## config.mk

```make
export PLATFORM = sky130hd
export DESIGN_NAME = fnd_scan_monitor
export DESIGN_NICKNAME = d
export VERILOG_FILES = /design/src/rtl/fnd_pkg.sv /design/src/rtl/fnd_settle_filter.sv /design/src/rtl/fnd_scan_monitor.sv
export SDC_FILE = /design/constraint.sdc
export NUM_CORES = 1
export LEC_CHECK = 0
export BUFFER_PORTS_ARGS = -buffer_cell sky130_fd_sc_hd__buf_2
export CAP_MARGIN = 10
export CORE_ASPECT_RATIO = 0.9
export CORE_UTILIZATION = 30
export CTS_CLUSTER_SIZE = 40
export DETAILED_ROUTE_END_ITERATION = 16
export REMOVE_ABC_BUFFERS = 1
export SETUP_SLACK_MARGIN = 0.1
export SLEW_MARGIN = 10
export SYNTH_ARGS = -nofsm -noshare
export SYNTH_HDL_FRONTEND = slang
export SYNTH_SLANG_ARGS = --single-unit
```

## constraint.sdc

```tcl
create_clock -name i_clk -period 10.1 [get_ports i_clk]
set_clock_uncertainty 0.1 [all_clocks]
set_input_delay 1.01 -clock i_clk [delete_from_list [all_inputs] [get_ports i_clk]]
set_output_delay 1.01 -clock i_clk [all_outputs]
set_load 0.01 [all_outputs]
```

## src/rtl/fnd_pkg.sv

```systemverilog
// Shared definitions for the FND scan monitor: active-high segment fonts, digit
// indices, monitor FSM states and the font-to-BCD decoder.
package fnd_pkg;

  localparam logic [6:0] FONT_0 = 7'h3F;
  localparam logic [6:0] FONT_1 = 7'h06;
  localparam logic [6:0] FONT_2 = 7'h5B;
  localparam logic [6:0] FONT_3 = 7'h4F;
  localparam logic [6:0] FONT_4 = 7'h66;
  localparam logic [6:0] FONT_5 = 7'h6D;
  localparam logic [6:0] FONT_6 = 7'h7D;
  localparam logic [6:0] FONT_7 = 7'h07;
  localparam logic [6:0] FONT_8 = 7'h7F;
  localparam logic [6:0] FONT_9 = 7'h6F;

  localparam logic [1:0] DIG_ONES  = 2'd0;
  localparam logic [1:0] DIG_TENS  = 2'd1;
  localparam logic [1:0] DIG_HUNDS = 2'd2;
  localparam logic [1:0] DIG_THOUS = 2'd3;

  typedef enum logic [1:0] {IDLE, COLLECT, ASSEMBLE} state_e;

  // Returns {valid, nibble}; the dp bit (bit 7) is masked off before decoding.
  function automatic logic [4:0] font_to_bcd(input logic [7:0] font);
    logic [7:0] segs;
    segs = font & 8'h7F;
    case (segs)
      {1'b0, FONT_0}: font_to_bcd = {1'b1, 4'd0};
      {1'b0, FONT_1}: font_to_bcd = {1'b1, 4'd1};
      {1'b0, FONT_2}: font_to_bcd = {1'b1, 4'd2};
      {1'b0, FONT_3}: font_to_bcd = {1'b1, 4'd3};
      {1'b0, FONT_4}: font_to_bcd = {1'b1, 4'd4};
      {1'b0, FONT_5}: font_to_bcd = {1'b1, 4'd5};
      {1'b0, FONT_6}: font_to_bcd = {1'b1, 4'd6};
      {1'b0, FONT_7}: font_to_bcd = {1'b1, 4'd7};
      {1'b0, FONT_8}: font_to_bcd = {1'b1, 4'd8};
      {1'b0, FONT_9}: font_to_bcd = {1'b1, 4'd9};
      default:        font_to_bcd = {1'b0, 4'd0};
    endcase
  endfunction

endpackage

```

## src/rtl/fnd_settle_filter.sv

```systemverilog
// Stability filter: emits a single capture pulse once its input has held still
// for SETTLE_CYCLES consecutive cycles.
module fnd_settle_filter #(
  parameter int unsigned WIDTH         = 12,
  parameter int unsigned SETTLE_CYCLES = 8
) (
  input  logic             clk_i,
  input  logic             rst_i,
  input  logic [WIDTH-1:0] data_i,
  output logic             capture_o,
  output logic [WIDTH-1:0] data_o
);

  localparam logic [7:0] SettleMax = 8'(SETTLE_CYCLES);

  logic [WIDTH-1:0] data_q;
  logic [7:0]       cnt_q, cnt_d;
  logic             capture_q, capture_d;

  always_comb begin
    if (data_i != data_q) begin
      cnt_d = '0;
    end else if (cnt_q == SettleMax) begin
      cnt_d = cnt_q;
    end else begin
      cnt_d = cnt_q + 8'd1;
    end
    // Fires only on the transition into saturation, so a held pair captures once.
    capture_d = (cnt_d == SettleMax) && (cnt_q != SettleMax);
  end

  always_ff @(posedge clk_i or posedge rst_i) begin
    if (rst_i) begin
      data_q    <= '0;
      cnt_q     <= '0;
      capture_q <= 1'b0;
    end else begin
      data_q    <= data_i;
      cnt_q     <= cnt_d;
      capture_q <= capture_d;
    end
  end

  assign capture_o = capture_q;
  assign data_o    = data_q;

endmodule

```

## src/rtl/fnd_scan_monitor.sv

```systemverilog
// Receive-side monitor for a 4-digit multiplexed FND: filters the scan lines,
// decodes fonts back to BCD and publishes one 0..9999 value per complete frame.
module fnd_scan_monitor
  import fnd_pkg::*;
#(
  parameter int unsigned SETTLE_CYCLES    = 8,
  parameter int unsigned TIMEOUT_CYCLES   = 200000,
  parameter bit          DIGIT_ACTIVE_LOW = 1'b1,
  parameter bit          FONT_ACTIVE_LOW  = 1'b1
) (
  input  logic        i_clk,
  input  logic        i_reset,
  input  logic [3:0]  i_digit,
  input  logic [7:0]  i_font,
  output logic [13:0] o_value,
  output logic [15:0] o_bcd,
  output logic        o_valid,
  output logic        o_changed,
  output logic        o_error,
  output logic        o_stale
);

  localparam int unsigned TmoW = $clog2(TIMEOUT_CYCLES + 1);
  localparam logic [TmoW-1:0] TmoMax = TmoW'(TIMEOUT_CYCLES);

  logic [3:0]  sel;
  logic [7:0]  seg;
  logic        filt_cap;
  logic [11:0] filt_data;

  assign sel = DIGIT_ACTIVE_LOW ? ~i_digit : i_digit;
  assign seg = FONT_ACTIVE_LOW ? ~i_font : i_font;

  fnd_settle_filter #(
    .WIDTH        (12),
    .SETTLE_CYCLES(SETTLE_CYCLES)
  ) u_settle (
    .clk_i    (i_clk),
    .rst_i    (i_reset),
    .data_i   ({sel, seg}),
    .capture_o(filt_cap),
    .data_o   (filt_data)
  );

  state_e         state_q, state_d;
  logic [3:0]     mask_q, mask_d;
  logic [15:0]    nib_q, nib_d;
  logic           bad_q, bad_d;
  logic           pend_q, pend_d;
  logic [11:0]    pend_data_q, pend_data_d;
  logic [13:0]    value_q, value_d;
  logic [15:0]    bcd_q, bcd_d;
  logic           error_q, error_d;
  logic           stale_q, stale_d;
  logic [TmoW-1:0] tmo_q, tmo_d;

  // A capture parked during ASSEMBLE takes priority in the following IDLE cycle.
  logic        eff_cap;
  logic [11:0] eff_data;
  logic [3:0]  eff_sel;
  logic        sel_ok;
  logic [1:0]  idx;
  logic [4:0]  fb;

  assign eff_cap  = pend_q | filt_cap;
  assign eff_data = pend_q ? pend_data_q : filt_data;
  assign eff_sel  = eff_data[11:8];
  assign sel_ok   = (eff_sel != 4'd0) && ((eff_sel & (eff_sel - 4'd1)) == 4'd0);
  assign fb       = font_to_bcd(eff_data[7:0]);

  always_comb begin
    idx = DIG_ONES;
    if (eff_sel[1]) idx = DIG_TENS;
    if (eff_sel[2]) idx = DIG_HUNDS;
    if (eff_sel[3]) idx = DIG_THOUS;
  end

  // th*1000 + h*100 + t*10 + o as shifts and adds; the result never exceeds 9999.
  logic [13:0] th, hu, te, on, asm_value;
  always_comb begin
    th = {10'd0, nib_q[15:12]};
    hu = {10'd0, nib_q[11:8]};
    te = {10'd0, nib_q[7:4]};
    on = {10'd0, nib_q[3:0]};
    asm_value = (th << 9) + (th << 8) + (th << 7) + (th << 6) + (th << 5) + (th << 3)
              + (hu << 6) + (hu << 5) + (hu << 2)
              + (te << 3) + (te << 1) + on;
  end

  always_comb begin
    state_d     = state_q;
    mask_d      = mask_q;
    nib_d       = nib_q;
    bad_d       = bad_q;
    pend_d      = pend_q;
    pend_data_d = pend_data_q;
    value_d     = value_q;
    bcd_d       = bcd_q;
    error_d     = error_q;
    stale_d     = stale_q;
    tmo_d       = (tmo_q == TmoMax) ? tmo_q : tmo_q + 1'b1;

    unique case (state_q)
      IDLE, COLLECT: begin
        pend_d = 1'b0;
        if (eff_cap && sel_ok) begin
          nib_d[{idx, 2'b00} +: 4] = fb[3:0];
          mask_d[idx]              = 1'b1;
          if (!fb[4]) bad_d = 1'b1;
          state_d = (mask_d == 4'hF) ? ASSEMBLE : COLLECT;
        end
      end
      ASSEMBLE: begin
        if (filt_cap) begin
          pend_d      = 1'b1;
          pend_data_d = filt_data;
        end
        if (!bad_q) begin
          value_d = asm_value;
          bcd_d   = nib_q;
          error_d = 1'b0;
          stale_d = 1'b0;
          tmo_d   = '0;
        end else begin
          error_d = 1'b1;
        end
        mask_d  = '0;
        bad_d   = 1'b0;
        state_d = IDLE;
      end
      default: state_d = IDLE;
    endcase

    if (tmo_d == TmoMax) stale_d = 1'b1;
  end

  always_ff @(posedge i_clk or posedge i_reset) begin
    if (i_reset) begin
      state_q     <= IDLE;
      mask_q      <= '0;
      nib_q       <= '0;
      bad_q       <= 1'b0;
      pend_q      <= 1'b0;
      pend_data_q <= '0;
      value_q     <= '0;
      bcd_q       <= '0;
      error_q     <= 1'b0;
      stale_q     <= 1'b1;
      tmo_q       <= '0;
    end else begin
      state_q     <= state_d;
      mask_q      <= mask_d;
      nib_q       <= nib_d;
      bad_q       <= bad_d;
      pend_q      <= pend_d;
      pend_data_q <= pend_data_d;
      value_q     <= value_d;
      bcd_q       <= bcd_d;
      error_q     <= error_d;
      stale_q     <= stale_d;
      tmo_q       <= tmo_d;
    end
  end

  logic asm_good;
  assign asm_good  = (state_q == ASSEMBLE) && !bad_q;
  assign o_valid   = asm_good;
  assign o_changed = asm_good && (asm_value != value_q);
  assign o_value   = asm_good ? asm_value : value_q;
  assign o_bcd     = asm_good ? nib_q : bcd_q;
  assign o_error   = error_q;
  assign o_stale   = stale_q;

endmodule

```

# [Word-level counts from Yosys, hierarchy flattened]
# Index checks and enable logic that the tools add are counted.
# W data, S select, Z words.
[totals] register_bits=107 latch_bits=0 ram_bits=0 romBits=0 out_inout_bits=34 wordCells=112 n_memories=0
[op_classes] add_sub_neg=15 mul=0 n_div=0 n_lt_le_gt_ge=2 n_eq_ne=24 shifts=2 mux=29 n_bitwise=6 n_reduce_logical=20
[ops] op="$mux W18" count=3
[ops] op="$pmux W5 S10" count=1
[ops] op="$eq A7 B7 Y1 const B" count=7
[ops] op="$eq A18 B18 Y1 const B" count=2
[ops] op="$add A14 B10 Y14" count=2
[ops] op="$add A14 B7 Y14" count=2
[ops] op="$add A14 B9 Y14" count=2
[ops] op="$add A18 B1 Y18 const B" count=1
[ops] op="$bwmux W16" count=1
[ops] op="$eq A8 B4 Y1 const B" count=2
[ops] op="$mux W16" count=1
[ops] op="$mux W8" count=2
[ops] op="$shift A4 B6 Y16 const A" count=1
[ops] op="$shiftx A4 B6 Y16" count=1
[ops] op="$add A13 B12 Y14" count=1
[ops] op="$add A14 B11 Y14" count=1
[ops] op="$add A14 B4 Y14" count=1
[ops] op="$add A14 B5 Y14" count=1
[ops] op="$add A14 B6 Y14" count=1
[ops] op="$eq A7 B3 Y1 const B" count=2
[ops] op="$mux W14" count=1
[ops] op="$ne A14 B14 Y1" count=1
[ops] op="$mux W12" count=1
[ops] op="$ne A12 B12 Y1" count=1
[ops] op="other kinds (33)" count=59

# [Depth between registers and ports, before layout]
[logic_depth] ltp_word=13 mapped_depth=16

# [Hierarchy]
# From an unflattened synthesis, not the netlist that was laid out.
[hier_totals] hier_cells=660 area_unflattened_um2=6525.0
[modules_own_cells] module="fnd_scan_monitor" instances=1 cells_per_inst=579 area_each_um2=5539.1
[modules_own_cells] module="fnd_settle_filter" instances=1 cells_per_inst=81 area_each_um2=985.9

# [Worst setup path after synthesis]
# No wires, ideal clock.
[synth_timing] path_kind="register -> output" startpoint="register nib_q[5]" endpoint="output o_changed" t_arrival_ns=3.818 path_slack_ns=5.172 path_stages_with_launch=14 path_buffers=0 cell_sequence="dfrtp_1 -> fa_1 -> fa_1 -> fa_1 -> ha_1 -> inv_1 -> fa_1 -> xor2_1 -> nand3_1 -> a221o_1 -> nor4_1 -> o211ai_1 -> nor3_1 -> a31oi_1"
[synth_between] elab_chain_len=5
[synth_lines] item="start: declaration" line_no="fnd_scan_monitor.sv:47" text="logic [15:0] nib_q, nib_d;"
[synth_lines] item="start signal: assignment" line_no="fnd_scan_monitor.sv:153" text="nib_q <= nib_d;"
[synth_lines] item="$add A14 B7 Y14" line_no="fnd_scan_monitor.sv:87" text="+ (te << 3) + (te << 1) + on;"
[synth_lines] item="$add A14 B5 Y14 *" line_no="fnd_scan_monitor.sv:87"
[synth_lines] item="$add A14 B4 Y14 *" line_no="fnd_scan_monitor.sv:87"
[synth_lines] item="$ne A14 B14 Y1 *" line_no="fnd_scan_monitor.sv:168" text="assign o_changed = asm_good && (asm_value != value_q);"
[synth_lines] item="$logic_and A1 B1 Y1 *" line_no="fnd_scan_monitor.sv:168"
[synth_lines] item="end: declaration" line_no="fnd_scan_monitor.sv:18" text="output logic o_changed,"
# Every way passes the cells marked *; elsewhere a longest branch is shown, timed or not.

# [Worst setup path after layout]
[layout_timing] startpoint="register nib_q[13]" endpoint="output o_changed"
[layout_between] elab_chain_len=13
[layout_lines] item="$add A13 B12 Y14" line_no="fnd_scan_monitor.sv:85" text="asm_value = (th << 9) + (th << 8) + (th << 7) + (th << 6) + (th << 5) + (th << 3)"
[layout_lines] item="$add A14 B11 Y14" line_no="fnd_scan_monitor.sv:85"
[layout_lines] item="$add A14 B10 Y14" line_no="fnd_scan_monitor.sv:85"
[layout_lines] item="$add A14 B9 Y14" line_no="fnd_scan_monitor.sv:85"
[layout_lines] item="$add A14 B7 Y14 *" line_no="fnd_scan_monitor.sv:85"
[layout_lines] item="$add A14 B10 Y14 *" line_no="fnd_scan_monitor.sv:86" text="+ (hu << 6) + (hu << 5) + (hu << 2)"
[layout_lines] item="$add A14 B9 Y14 *" line_no="fnd_scan_monitor.sv:86"
[layout_lines] item="$add A14 B6 Y14 *" line_no="fnd_scan_monitor.sv:86"
[layout_lines] item="$add A14 B7 Y14 *" line_no="fnd_scan_monitor.sv:87"
[layout_lines] item="$add A14 B5 Y14 *" line_no="fnd_scan_monitor.sv:87"
[layout_lines] item="$add A14 B4 Y14 *" line_no="fnd_scan_monitor.sv:87"
[layout_lines] item="$ne A14 B14 Y1 *" line_no="fnd_scan_monitor.sv:168"
[layout_lines] item="$logic_and A1 B1 Y1 *" line_no="fnd_scan_monitor.sv:168"
# Marked as above.

==> results.ini <==
[placed_design]
place_congestion = 0.821
dp.cells = 1023
portBuffers = 47
dp_hpwl_um = 10200

[detailed_routing]
dr.first_iter.drc_count = 181
top_layer = met4
met2_length_um = 5870
drt-met1-wl_um = 7310
ant_nets = 0
wirelength_um = 13800
viasPerCell = 4.67
dr.pass1.iters = 4
wl_per_cell_um = 13.3
num_vias = 4856
dr_wl_met3_um = 426
drc = 0

[clocking]
cts_made_buffers = 9
ctsResizeCount = 0
insertion_delay_ps = 360
cts_tree = yes
cts_sinks = 105
root_buffer = clkbuf_16
postCtsSetupBuffers = 0
hold_buffers = 0
clockBufferDepth = 2
clkTransAtPathRegs_ps = 70
cts.htree.levels = 3

[power_and_ir_drop]
irDropWorstVdd_v = 0.0000754
sw_frac_of_total_pct = 24.5
pwr-share-clk_pct = 43.0
p_switching_w = 0.000197
p_seq_share_pct = 52.9
p_leak_nw = 3.55
p_per_area_mw_per_mm2 = 108
intPower_w = 0.000608
comb_power_share_pct = 4.1

[critical_path]
critPathCaptureType = output pin
worst-setup-path-type = reg -> out
required_ps = 8990
path_max_fanout = 11
start_kind = register
cp_data_arrival_time_ps = 4630

[job]
maxCapViolations = 0

[timing]
finalSetupViolCount = 0
whs_ps = 375
hold_viol_final = 0
tns_ps = 0
period_needed_ps = 5740
max-slew-margin-rel_pct = 30.8
drv_slew = 0
finalCritPeriodShare_pct = 56.8
rsz0062_at_grt = no
tightest_slew_ps = 1030
fmax_mhz = 174

[cells_and_area]
nNetsFinal = 815
fin_cells = 1039
layout_commonest_cell = dfrtp_1
drive_above_1_share_pct = 13.0
final_cell_mix = 104 x dfrtp_1, 93 x nand2_1, 77 x inv_1
syn_to_final_growth_pct = 12.1
n_antenna_cell = 0

[floorplanning]
die_w_um = 159
die_h_um = 144
rows = 51
start_util_pct = 30.7
core-area_sq_mm = 0.0218
die_area_sq_mm = 0.0229
io-pin-count = 48

[synth]
ys.flop_type = dfrtp_1
synthXorXnorAreaFrac_pct = 7.74
synth_enable_flop_cells = 0
syn_area_sq_mm = 0.00668
ys_ff_latch = 105
synth_compound_area_share_pct = 11.0
async_flop_share_pct = 100
netlist_instances = 704
synth_top_family_by_area = simple AND/OR/NAND/NOR gates
synthSimpleGateAreaFrac_pct = 17.2
yosysWarnings = 0
avgSynthCellArea_sq_um = 9.49
seq_area_frac_synth_pct = 39.4
synth_fa_ha_area_share_pct = 13.7
synth_mux_area_share_pct = 5.13
synth_cell_type_count = 63

[global_routing]
grt_pass1_vias = 4584
antenna_found_initial = 0
grt_pass1_wl_um = 23300
grt_overflow_total = 0
grtUsageTotal_pct = 12.8
grt_max_degree = 69

[worst_hold_path]
hp-class = reg -> reg

[outcome]
status = complete, no violations

[cell usage after synthesis (3+ instances only)]
| cell type | number | area [sq um] |
|---|---|---|
| nand3_1 | 27 | 135 |
| a31oi_1 | 4 | 25.0 |
| or3_1 | 3 | 18.8 |
| ha_1 | 33 | 413 |
| clkbuf_1 | 15 | 56.3 |
| o31ai_1 | 3 | 22.5 |
| nor3_1 | 11 | 55.1 |
| a21oi_1 | 18 | 90.1 |
| and3_1 | 7 | 43.8 |
| nand4_1 | 5 | 31.3 |
| a32o_1 | 3 | 30.0 |
| o21ai_0 | 33 | 165 |
| nor3b_1 | 4 | 30.0 |
| o2bb2ai_1 | 5 | 43.8 |
| nand2_1 | 93 | 349 |
| dfrtp_1 | 104 | 2600 |
| nor2_1 | 57 | 214 |
| o211ai_1 | 3 | 22.5 |
| fa_1 | 25 | 500 |
| o32ai_1 | 4 | 35.0 |
| mux2_1 | 3 | 33.8 |
| xor2_1 | 20 | 175 |
| inv_1 | 78 | 293 |
| nor2b_1 | 8 | 50.1 |
| nand3b_1 | 4 | 30.0 |
| nand4b_1 | 3 | 26.3 |
| a21o_1 | 4 | 30.0 |
| nor4_1 | 7 | 43.8 |
| nand2b_1 | 7 | 43.8 |
| mux2i_1 | 7 | 70.1 |
| mux2_2 | 20 | 225 |
| a2111oi_0 | 3 | 26.3 |
| xnor2_1 | 39 | 342 |
[worst paths after layout]
| kind | startpoint | end | slack (ps) | cells after the start |
|---|---|---|---|---|
| hold reg to reg | bcd_q[2] | bcd_q[2] | 380 | 2 |
| min in group asynchronous | i_reset | tmo_q[12] | 570 | 2 |
| hold / removal | bcd_q[2] | bcd_q[2] | 380 | 2 |
| setup / recovery | nib_q[13] | o_changed | 4360 | 14 |
| max in group asynchronous | i_reset | u_settle.cnt_q[5] | 8100 | 3 |
| setup reg to reg | nib_q[12] | value_q[11] | 6030 | 12 |
[layout make-up]
| class | instances | area, sq um |
|---|---|---|
| multi-input combinational | 500 | 3660 |
| timing repair buffer | 49 | 250 |
| sequential | 105 | 2630 |
| clock buffer | 10 | 229 |
| inverter | 78 | 295 |
| clock inverter | 6 | 57.6 |
| tap | 291 | 364 |
| fill | 2231 | 14300 |
[flip-flops by register name, indices dropped and copies added (netlist names)]
register / flops
o_stale: 1
value_q: 14
u_settle.capture_o: 1
bad_q: 1
pend_q: 1
state_q: 2
tmo_q: 18
pend_data_q: 11
o_error: 1
bcd_q: 15
u_settle.data_o: 12
mask_q: 4
nib_q: 16
u_settle.cnt_q: 8
[power by group through the flow]
stage	combinational, W	clock (W)	sequential (W)
2_1_floorplan	0.0000235	0	0.000433
3_3_place_gp	0.0000338	0	0.000434
3_5_place_dp	0.0000339	0	0.000434
4_1_cts	0.0000341	0.000360	0.000426
5_1_grt	0.0000384	0.000374	0.000426
6_report	0.0000328	0.000346	0.000426
[cell families (layout without fill, tap and decap cells)]
family,after synthesis,after routing
compound gates,106,106
xor+xnor,59,59
fa+ha+maj,58,58
buf+inv,99,143
flops,105,105
mux,31,31
simple gates,246,246
[critical path, stage by stage (launching register included)]
cell,delay (ps)
dfrtp_1,530
inv_1,160
fa_1,530
fa_1,450
fa_1,530
inv_1,40
ha_1,490
or2_2,200
o21ai_0,80
a221o_1,300
nor4_1,310
o211ai_1,140
nor3_1,240
a31oi_1,110
buf_2,180
[metal layers]
metal,track usage (%),vias up
li1,-,2448
met1,18.0,2327
met2,19.4,67
met3,2.97,14
met4,3.80,0
met5,0,-
[stage by stage]
stage	utilization [%]	total power (W)	cell area, sq um	worst slack, ps
4_1_cts	34.4	0.000820	7480	4310
3_5_place_dp	33.1	0.000468	7200	4710
2_1_floorplan	-	0.000457	6580	5170
5_1_grt	34.4	0.000839	7480	4090
3_3_place_gp	33.1	0.000468	7200	4770
6_report	34.4	0.000805	7480	4360
No activity file was read; power rests on OpenSTA's default activity.
